**src/rtl/dma_pkg.sv**
```systemverilog
// Shared types and constants for the DMA priority arbiter and its encoder.
package dma_pkg;

  // The arbiter is built for exactly four DREQ channels.
  localparam int NUM_CH = 4;

  typedef logic [1:0] ch_idx_t;

  typedef enum logic [1:0] {
    ST_IDLE    = 2'd0,
    ST_HOLDREQ = 2'd1,
    ST_SERVICE = 2'd2,
    ST_RELEASE = 2'd3
  } arb_state_t;

endpackage

```
**src/rtl/dma_prio_encoder.sv**
```systemverilog
// Combinational priority encoder.
// Scans the effective request vector starting at i_base and wrapping modulo
// NUM_CH. It returns the first channel that has a request set.
module dma_prio_encoder
  import dma_pkg::*;
(
  input  logic [NUM_CH-1:0] i_eff,
  input  ch_idx_t           i_base,
  output logic              o_found,
  output ch_idx_t           o_winner
);

  // Walk from lowest to highest priority so the last hit is the winner.
  always_comb begin
    ch_idx_t v_idx;
    // NOTE: every output gets a default first so no path leaves it unassigned (no latch).
    o_found  = 1'b0;
    o_winner = '0;
    for (int k = NUM_CH - 1; k >= 0; k--) begin
      v_idx = i_base + ch_idx_t'(k);
      if (i_eff[v_idx]) begin
        o_found  = 1'b1;
        o_winner = v_idx;
      end
    end
  end

endmodule

```
**src/rtl/dma_priority_arbiter.sv**
```systemverilog
// 8237-style DMA channel priority arbiter.
// It raises HRQ for pending requests and grants one channel once HLDA is
// returned. The grant is held until TransferDone arrives. The arbiter then
// passes through RELEASE, so HRQ drops between services.
module dma_priority_arbiter #(
  parameter int NUM_CH = dma_pkg::NUM_CH
) (
  input  logic                CLK,
  input  logic                nRESET,
  input  logic [NUM_CH-1:0]   DREQ,
  input  logic [NUM_CH-1:0]   SoftwareReq,
  input  logic [NUM_CH-1:0]   MaskBits,
  input  logic                DreqSenseLow,
  input  logic                DackSenseHigh,
  input  logic                RotatingPri,
  input  logic                ControllerDisable,
  input  logic                HLDA,
  input  logic                TransferDone,
  output logic                HRQ,
  output logic [NUM_CH-1:0]   DACK,
  output logic                GrantValid,
  output dma_pkg::ch_idx_t    GrantChannel
);

  import dma_pkg::*;

  logic [NUM_CH-1:0] w_eff;
  logic              w_any;
  ch_idx_t           w_base;
  ch_idx_t           w_winner;
  logic [NUM_CH-1:0] w_dack_onehot;

  arb_state_t        r_state;
  logic              r_hrq;
  logic              r_grant_valid;
  ch_idx_t           r_grant_ch;
  ch_idx_t           r_ptr;

  // A software request always counts. A hardware DREQ counts only when its mask bit is clear.
  assign w_eff  = ((DREQ ^ {NUM_CH{DreqSenseLow}}) & ~MaskBits) | SoftwareReq;

  // In fixed-priority mode the scan always starts at channel 0.
  assign w_base = RotatingPri ? r_ptr : '0;

  dma_prio_encoder u_prio_encoder (
    .i_eff    (w_eff),
    .i_base   (w_base),
    .o_found  (w_any),
    .o_winner (w_winner)
  );

  // Arbitration FSM. All outputs are registered, and the rotation pointer advances on every service exit.
  always_ff @(posedge CLK or negedge nRESET) begin
    if (!nRESET) begin
      r_state       <= ST_IDLE;
      r_hrq         <= 1'b0;
      r_grant_valid <= 1'b0;
      r_grant_ch    <= '0;
      r_ptr         <= '0;
    end else begin
      // NOTE: state uses non-blocking assignments so every register sees pre-edge values.
      unique case (r_state)
        ST_IDLE: begin
          if (w_any && !ControllerDisable) begin
            r_state <= ST_HOLDREQ;
            r_hrq   <= 1'b1;
          end
        end
        ST_HOLDREQ: begin
          // HRQ stays high until HLDA arrives, even if every request has been withdrawn.
          if (HLDA) begin
            if (w_any) begin
              r_state       <= ST_SERVICE;
              r_grant_valid <= 1'b1;
              r_grant_ch    <= w_winner;
            end else begin
              r_state <= ST_RELEASE;
              r_hrq   <= 1'b0;
            end
          end
        end
        ST_SERVICE: begin
          // The grant is frozen. Only TransferDone ends the service.
          if (TransferDone) begin
            r_state       <= ST_RELEASE;
            r_hrq         <= 1'b0;
            r_grant_valid <= 1'b0;
            r_ptr         <= r_grant_ch + 2'd1;
          end
        end
        ST_RELEASE: begin
          // Wait for the CPU to take the bus back before re-arbitrating.
          if (!HLDA) begin
            r_state <= ST_IDLE;
          end
        end
        default: r_state <= ST_IDLE;
      endcase
    end
  end

  // DACK is derived from registered state, so reset forces it inactive without waiting for a clock edge.
  always_comb begin
    w_dack_onehot = '0;
    if (r_grant_valid) begin
      w_dack_onehot[r_grant_ch] = 1'b1;
    end
  end

  assign DACK         = w_dack_onehot ^ {NUM_CH{~DackSenseHigh}};
  assign HRQ          = r_hrq;
  assign GrantValid   = r_grant_valid;
  assign GrantChannel = r_grant_ch;

endmodule

```
**config.mk**
```make
export PLATFORM = sky130hd
export DESIGN_NAME = dma_priority_arbiter
export DESIGN_NICKNAME = d
export VERILOG_FILES = /design/src/rtl/dma_pkg.sv /design/src/rtl/dma_prio_encoder.sv /design/src/rtl/dma_priority_arbiter.sv
export SDC_FILE = /design/constraint.sdc
export NUM_CORES = 1
export LEC_CHECK = 0
export CAP_MARGIN = 30
export CORE_MARGIN = 1
export CORE_UTILIZATION = 31
export CTS_BUF_LIST = sky130_fd_sc_hd__clkbuf_4 sky130_fd_sc_hd__clkbuf_8
export DETAILED_ROUTE_END_ITERATION = 6
export GPL_ROUTABILITY_DRIVEN = 0
export PLACE_DENSITY = 0.6
export SYNTH_ARGS = -nofsm -noshare
export SYNTH_HDL_FRONTEND = slang
export SYNTH_SLANG_ARGS = --single-unit
export TNS_END_PERCENT = 10
```
**constraint.sdc**
```tcl
create_clock -name CLK -period 4.3 [get_ports CLK]
set_clock_uncertainty 0.1 [all_clocks]
set_input_delay 1.075 -clock CLK [delete_from_list [all_inputs] [get_ports CLK]]
set_output_delay 1.075 -clock CLK [all_outputs]
set_load 0.1 [all_outputs]
```
==> results of run 1 <==
## layout make-up
| type | instances | area [um^2] |
|---|---|---|
| fillers | 258 | 1349 |
| well taps | 30 | 37.54 |
| clock buffers | 3 | 22.52 |
| flip-flops and latches | 8 | 200.2 |
| multi-input cells | 74 | 566.8 |
| inverters | 11 | 41.29 |
| repair buffers | 27 | 260.3 |
## registers in the layout, summed over array words and instances (netlist names)
name,cells
GrantChannel,2
r_state,2
HRQ,1
GrantValid,1
r_ptr,2
## routing by layer
metal,share of wire,up-vias,global-route usage
li1,-,396,-
met1,0.45,368,0.1821
met2,0.52,10,0.2637
met3,0.035,0,0.05172
met4,0,0,0.02632
met5,0,-,0
## cells by family after synthesis
| family | Yosys count | synth area share |
|---|---|---|
| simple gates | 21 | 0.1424 |
| fa+ha+maj | 8 | 0.1238 |
| xor+xnor | 8 | 0.08669 |
| buf+inv | 11 | 0.05108 |
| flops | 8 | 0.2477 |
| compound gates | 33 | 0.2957 |
| mux | 4 | 0.05263 |
## Yosys cell counts, types with 2 or more instances
library cell  instances
a21oi_1               4
mux2i_1               2
inv_1                11
a21o_1                2
o21a_1                2
a2111oi_0             2
nand2_1               9
xnor2_1               3
a31oi_1               4
mux2_2                2
ha_1                  8
a211oi_1              3
nor2_1                5
xor2_1                5
o21ai_0               6
o21bai_1              3
nor2b_1               2
dfrtp_1               8
## through the flow
step / cells / power (W)
after floorplan: 93 / 0.0006318
after global placement: 150 / 0.0007637
after detailed placement: 150 / 0.0007745
after CTS: 153 / 0.0008386
after global routing: 153 / 0.0008977
final: 153 / 0.0008280
## worst register-to-register path, delay by kind of cell (launching register included)
family	cells	cell delay (ps)
AO/OA/AOI/OAI	2	570
flip-flops	1	410
buffers and inverters	1	80
multiplexers	1	350
adder cells (fa/ha/maj)	1	250
AND/OR/NAND/NOR	1	240
## placed cells by master (no fill, tap or decap)
master,instances
nand2_1,9
mux2i_1,2
nor4_4,1
mux2_2,2
and2b_2,1
a31oi_1,4
a32o_1,1
o41ai_2,1
o21a_1,2
buf_4,4
o41ai_1,1
nor4_1,1
nand3b_1,1
a211oi_1,3
ha_1,8
nor2_1,5
a2111oi_0,2
xor2_1,5
nor2b_1,2
xnor2_1,3
clkdlybuf4s50_1,23
clkbuf_4,3
o21ai_0,6
a21boi_1,1
o211ai_1,1
o21bai_1,3
dfrtp_1,8
o21bai_2,1
a21o_1,2
inv_1,11
o22a_2,1
nand2b_1,1
a21oi_1,4
## power breakdown
| group | switching [W] | total, W | internal (W) |
|---|---|---|---|
| sequential | 0.0000505 | 0.000165 | 0.000114 |
| clock | 0.0000279 | 0.0000600 | 0.0000321 |
| combinational | 0.000412 | 0.000603 | 0.000191 |
## worst paths after layout
path	start	depth (start not counted)	end
setup / recovery	DackSenseHigh	3	DACK[1]
hold / removal	HRQ$_DFFE_PN0P_	2	HRQ$_DFFE_PN0P_
setup reg to reg	r_state[0]$_DFFE_PN0P_	6	r_state[1]$_DFFE_PN0P_
hold reg to reg	HRQ$_DFFE_PN0P_	2	HRQ$_DFFE_PN0P_
max in group asynchronous	nRESET	1	r_state[0]$_DFFE_PN0P_
min in group asynchronous	nRESET	1	r_ptr[0]$_DFFE_PN0P_
==> results.md, run 1 <==
| Group | Item | Value |
|---|---|---|
| clock network | Clock Latency Late Sink | 260 ps |
| route | DRC violations left | 0 |
| yosys | Post-Syn Nets | 121 |
| critical path | Maximum fanout along the worst path | 4 |
| clock network | Number of cells upsized or downsized after cts | 0 |
| yosys | Share of the synthesized area in the top cell type | 0.2477 |
| placement | Post-DP Area | 1106 um^2 |
| route | Post-detailed-route via-to-cell ratio | 5.059 |
| layout | Post-layout util | 0.4556 |
| sta | Final critical delay including setup and external delays | 3297 ps |
| clock network | Number of H-tree levels | 1 |
| layout | Final Net Count | 153 |
| route | Routed WL per cell | 11.90 um |
| yosys | Number of different library cells in the post-synthesis netlist | 30 |
| sta | Headroom to the max-slew limit | 0.3532 |
| placement | Final HPWL from detailed placement | 1.492 mm |
| yosys | Cell type with the highest aggregate area in the netlist | dfrtp_1 |
| route | Routed WL | 1.821 mm |
| critical path | Cell chain of the critical path | clkdlybuf4s50_1 > xor2_1 > buf_4 |
| route | Via count | 774 |
| die | Starting utilization of the core area | 0.3263 |
| die | Die height | 53.06 um |
| placement | Number of buffers added on ports | 27 |
| clock network | Number of post-CTS setup repair buffers | 0 |
| critical path | Sort of element at the start of the critical path | input pin |
| pwr | Lkg Pwr | 0.4824 nW |
| layout | Count of inserted antenna diode cells | 0 |
| route | Initial detailed-routing violation count | 4 |
| sta | Worst slew pin tran | 967.2 ps |
| critical path | R2R setup slack | 2180 ps |
| yosys | Number of cells produced by synthesis | 93 |
| clock network | Clock root buffer | clkbuf_4 |
| clock network | Number of sinks on the clock net | 8 |
| clock network | Clock slew seen by the registers of the worst setup and hold paths | 60 ps |
| status | Outcome | finished, final reports clean |
| sta | Fin Setup TNS | 0 ps |
| layout | Layout area overhead | 39.63% |
| placement | Worst slack, placed | 984.4 ps |
| sta | Peak Freq | 303.3 MHz |
| sta | Period utilisation layout | 0.7668 |
| yosys | Most used flip-flop cell after synthesis | dfrtp_1 |
| worst hold path | Type of the worst min-delay path | flop to flop |
| yosys | Seq/Total Area, Yosys | 0.2477 |
| critical path | Endpoint required time on the critical path | 3120 ps |
| route | Router iterations before antenna repair | 3 |
| yosys | Flops & latches, synth | 8 |
| sta | Max-slew violations | 0 |
| yosys | Yosys warns | 0 |
| grt | Via count of the first global-routing pass | 710 |
| run | Max Cap Violations | 0 |
| critical path | Worst Path Buf+Inv | 2 |
| die | Die extent in x | 53.06 um |
| sta | Unrepaired setup endpoints after global routing | no |
| grt | Overall routing resource usage | 0.1523 |
| die | Number of top-level design ports | 28 |
| yosys | Cells taking the most area after synthesis | dfrtp_1 25%, ha_1 12%, xor2_1 5.4% |
| clock network | Maximum clock path buffer count | 2 |
| pwr | Largest vdd supply drop | 0.6426 mV |
| grt | Total congestion overflow | 0 |
| clock network | CTS buffer count | 3 |
| critical path | Max stage delay cell, worst path | clkdlybuf4s50_1 |
| grt | Global-route wire length before repair | 3.111 mm |
| layout | Finished Cell Area | 1129 um^2 |
| route | Final ANT Viol Nets | 0 |
| critical path | Gate family responsible for the most delay along the worst path | buffers and inverters |
| clock network | Number of buffers inserted by hold repair at cts | 0 |
| critical path | Worst Setup Path Type | input pin to output port |
| grt | Number of antenna violations at the first check in global routing | 0 |
| sta | Final Worst Setup Slack | 1003 ps |
| die | Number of standard-cell rows in the floorplan | 18 |
| pwr | Pwr per Cell Area | 733.7 nW/um^2 |
| critical path | Setup crit end kind | output port |
| yosys | Syn Area/Cell | 8.691 um^2 |
| die | Area of the die | 2815 um^2 |
| sta | Final setup fails | 0 |
| sta | Hold WS | 431.4 ps |
| yosys | Summed instance area of the synthesized netlist | 808.3 um^2 |
| grt | Pin count of the biggest net entering global routing | 9 |
| yosys | Share of synthesized registers carrying an async set or reset | 1.000 |
| critical path | Worst path arrival time | 2120 ps |
| clock network | CTS tree | done |
| sta | Final-report hold violation count | 0 |
| layout | Proportion of layout cells with a drive suffix above 1 | 0.1138 |
| die | Core footprint | 2477 um^2 |
| critical path | Largest stage delay, worst path | 570 ps |
| yosys | EDFF count, synth | 0 |
(Power assumes the default switching activity.)
==> run 2, diff against run 1 <==
--- a/config.mk
+++ b/config.mk
@@ -11,7 +11,7 @@
 export CTS_BUF_LIST = sky130_fd_sc_hd__clkbuf_4 sky130_fd_sc_hd__clkbuf_8
 export DETAILED_ROUTE_END_ITERATION = 6
 export GPL_ROUTABILITY_DRIVEN = 0
-export PLACE_DENSITY = 0.6
+export PLACE_DENSITY = 0.63
 export SYNTH_ARGS = -nofsm -noshare
 export SYNTH_HDL_FRONTEND = slang
 export SYNTH_SLANG_ARGS = --single-unit
==> constraint.sdc (replaced) <==
create_clock -name CLK -period 2.96 [get_ports CLK]
set_clock_uncertainty 0.1 [all_clocks]
set_input_delay 0.74 -clock CLK [delete_from_list [all_inputs] [get_ports CLK]]
set_output_delay 0.74 -clock CLK [all_outputs]
set_load 0.1 [all_outputs]
==> results.md, run 2 (synthesis gave the netlist of run 1 again) <==
| Group | Item | Value | Change |
|---|---|---|---|
| clock network | Number of buffers inserted by hold repair at cts | 0 | unchanged |
| clock network | Number of cells upsized or downsized after cts | 0 | unchanged |
| die | Number of standard-cell rows in the floorplan | 18 | unchanged |
| critical path | Max stage delay cell, worst path | clkdlybuf4s50_1 | unchanged |
| placement | Post-DP Area | 1195 um^2 | was 1106 um^2 |
| clock network | Clock Latency Late Sink | 250 ps | was 260 ps |
| clock network | Number of post-CTS setup repair buffers | 0 | unchanged |
| critical path | Sort of element at the start of the critical path | input pin | unchanged |
| route | Via count | 793 | was 774 |
| sta | Peak Freq | 381.2 MHz |  |
| grt | Pin count of the biggest net entering global routing | 9 | unchanged |
| critical path | Maximum fanout along the worst path | 4 | unchanged |
| status | Outcome | finished, final reports clean | unchanged |
| critical path | Largest stage delay, worst path | 460 ps | was 570 ps |
| route | Routed WL per cell | 12.62 um | was 11.90 um |
| critical path | Worst path arrival time | 1780 ps | was 2120 ps |
| die | Area of the die | 2815 um^2 | unchanged |
| layout | Layout area overhead | 50.62% | was 39.63% |
| worst hold path | Type of the worst min-delay path | flop to flop | unchanged |
| clock network | Clock root buffer | clkbuf_4 | unchanged |
| grt | Via count of the first global-routing pass | 772 | was 710 |
| clock network | Clock slew seen by the registers of the worst setup and hold paths | 60 ps | about the same |
| clock network | CTS buffer count | 3 | unchanged |
| clock network | Number of H-tree levels | 1 | unchanged |
| layout | Proportion of layout cells with a drive suffix above 1 | 0.1855 | was 0.1138 |
| placement | Number of buffers added on ports | 27 | unchanged |
| sta | Headroom to the max-slew limit | 0.6143 | was 0.3532 |
| worst hold path | Instance count along the most critical hold path | 2 | unchanged |
| route | Initial detailed-routing violation count | 22 | was 4 |
| critical path | Reg2reg path depth | 6 | unchanged |
| die | Die extent in x | 53.06 um | unchanged |
| clock network | CTS tree | done | unchanged |
| route | Post-detailed-route via-to-cell ratio | 5.149 | was 5.059 |
| die | Core footprint | 2477 um^2 | unchanged |
| critical path | Worst Setup Path Type | input pin to output port | unchanged |
| placement | Final HPWL from detailed placement | 1.639 mm | was 1.492 mm |
| die | Die height | 53.06 um | unchanged |
| grt | Global-route wire length before repair | 3.229 mm | was 3.111 mm |
| sta | Fin Setup TNS | 0 ps | unchanged |
| route | Router iterations before antenna repair | 4 | was 3 |
| pwr | Lkg Pwr | 0.5177 nW | was 0.4824 nW |
| sta | Final critical delay including setup and external delays | 2623 ps |  |
| layout | Final Net Count | 154 | was 153 |
| critical path | Stages on the worst setup path | 4 | was 3 |
| pwr | Pwr per Cell Area | 1059 nW/um^2 | was 733.7 nW/um^2 |
| sta | Final setup fails | 0 | unchanged |
| critical path | Gate family responsible for the most delay along the worst path | buffers and inverters | unchanged |
| die | Starting utilization of the core area | 0.3263 | unchanged |
| critical path | Setup crit end kind | output port | unchanged |
| run | Max Cap Violations | 0 | unchanged |
| grt | Overall routing resource usage | 0.1626 | was 0.1523 |
| sta | Final-report hold violation count | 0 | unchanged |
| sta | Hold WS | 434.5 ps | was 431.4 ps |
| sta | Period utilisation layout | 0.8862 |  |
| layout | Commonest cells after routing, fill and taps aside | 19 x clkdlybuf4s50_1, 11 x inv_1, 9 x nand2_1 | was 23 x clkdlybuf4s50_1, 11 x inv_1, 9 x nand2_1 |
| critical path | Setup crit start | DackSenseHigh | unchanged |
| clock network | Number of sinks on the clock net | 8 | unchanged |
| sta | Unrepaired setup endpoints after global routing | no | unchanged |
| layout | Finished Cell Area | 1217 um^2 | was 1129 um^2 |
| grt | Total congestion overflow | 0 | unchanged |
| layout | Leading cell type in the layout, fill and taps excluded | clkdlybuf4s50_1 | unchanged |
| layout | Count of inserted antenna diode cells | 0 | unchanged |
| die | Number of top-level design ports | 28 | unchanged |
| critical path | Cell chain of the critical path | clkdlybuf4s50_1 > buf_4 > xor2_2 > buf_12 | was clkdlybuf4s50_1 > xor2_1 > buf_4 |
| worst hold path | Hold Path Origin | HRQ$_DFFE_PN0P_ | unchanged |
| clock network | Maximum clock path buffer count | 2 | unchanged |
| critical path | Startpoint of the most critical register-to-register path | r_state[0]$_DFFE_PN0P_ | unchanged |
| route | Routed WL | 1.943 mm | was 1.821 mm |
| sta | Max-slew violations | 0 | unchanged |
| grt | Number of antenna violations at the first check in global routing | 0 | unchanged |
| route | Final ANT Viol Nets | 0 | unchanged |
| route | DRC violations left | 0 | unchanged |
| critical path | Worst Path Buf+Inv | 3 | was 2 |
| critical path | Endpoint required time on the critical path | 2120 ps | was 3120 ps |
| sta | Worst slew pin tran | 577.4 ps | was 967.2 ps |
| pwr | Largest vdd supply drop | 1.029 mV | was 0.6426 mV |
run 2: report_power, final:
group / switching [W] / internal (W) / total [W] / leakage (nW)
logic: 0.000627 / 0.000339 / 0.000966 / 0.409
clock network: 0.0000367 / 0.0000464 / 0.0000831 / 0.0138
registers: 0.0000743 / 0.000166 / 0.000240 / 0.0945
total: 0.000738 / 0.000551 / 0.00129 / 0.518
run 2: worst register-to-register path: cells and delay by family, from the launching register on:
| family | cells | cell delay, ps |
|---|---|---|
| multiplexers | 1 | 350 |
| adder cells (fa/ha/maj) | 1 | 260 |
| AND/OR/NAND/NOR | 1 | 240 |
| buffers and inverters | 1 | 80 |
| AO/OA/AOI/OAI | 2 | 530 |
| flip-flops | 1 | 410 |
run 2: path summary, 6_finish.rpt:
kind | endpoint | slack, ps
setup / recovery | DACK[0] | 340
hold / removal | HRQ$_DFFE_PN0P_ | 430
setup reg to reg | r_state[1]$_DFFE_PN0P_ | 880
hold reg to reg | HRQ$_DFFE_PN0P_ | 430
max in group asynchronous | GrantChannel[0]$_DFFE_PN0P_ | 1800
min in group asynchronous | HRQ$_DFFE_PN0P_ | 670
run 2: stage by stage:
step / total power, W / setup slack, ps / utilization / cells
2_1_floorplan: 0.0009350 / -242.3 / - / 93
6_report: 0.001289 / 336.8 / 0.4914 / 154
3_3_place_gp: 0.001191 / 159.4 / 0.4823 / 151
5_1_grt: 0.001384 / 207.7 / 0.4914 / 154
3_5_place_dp: 0.001217 / 54.64 / 0.4823 / 151
4_1_cts: 0.001308 / 322.4 / 0.4914 / 154
run 2: cell type report:
type,instances,area [um^2]
Clock buffer,3,22.52
Inverter,11,41.29
Fill cell,259,1260
Sequential cell,8,200.2
Tap cell,30,37.54
Timing Repair Buffer,28,307.8
Multi-Input combinational cell,74,608.1
run 2: metal layers:
layer | vias to the layer above | global-route usage | wire (um) | part of all wire
li1 | 392 | - | - | -
met1 | 380 | 0.1565 | 752 | 0.39
met2 | 21 | 0.3249 | 1105 | 0.57
met3 | 0 | 0.05172 | 85 | 0.044
met4 | 0 | 0.03947 | 0 | 0
met5 | - | 0 | 0 | 0
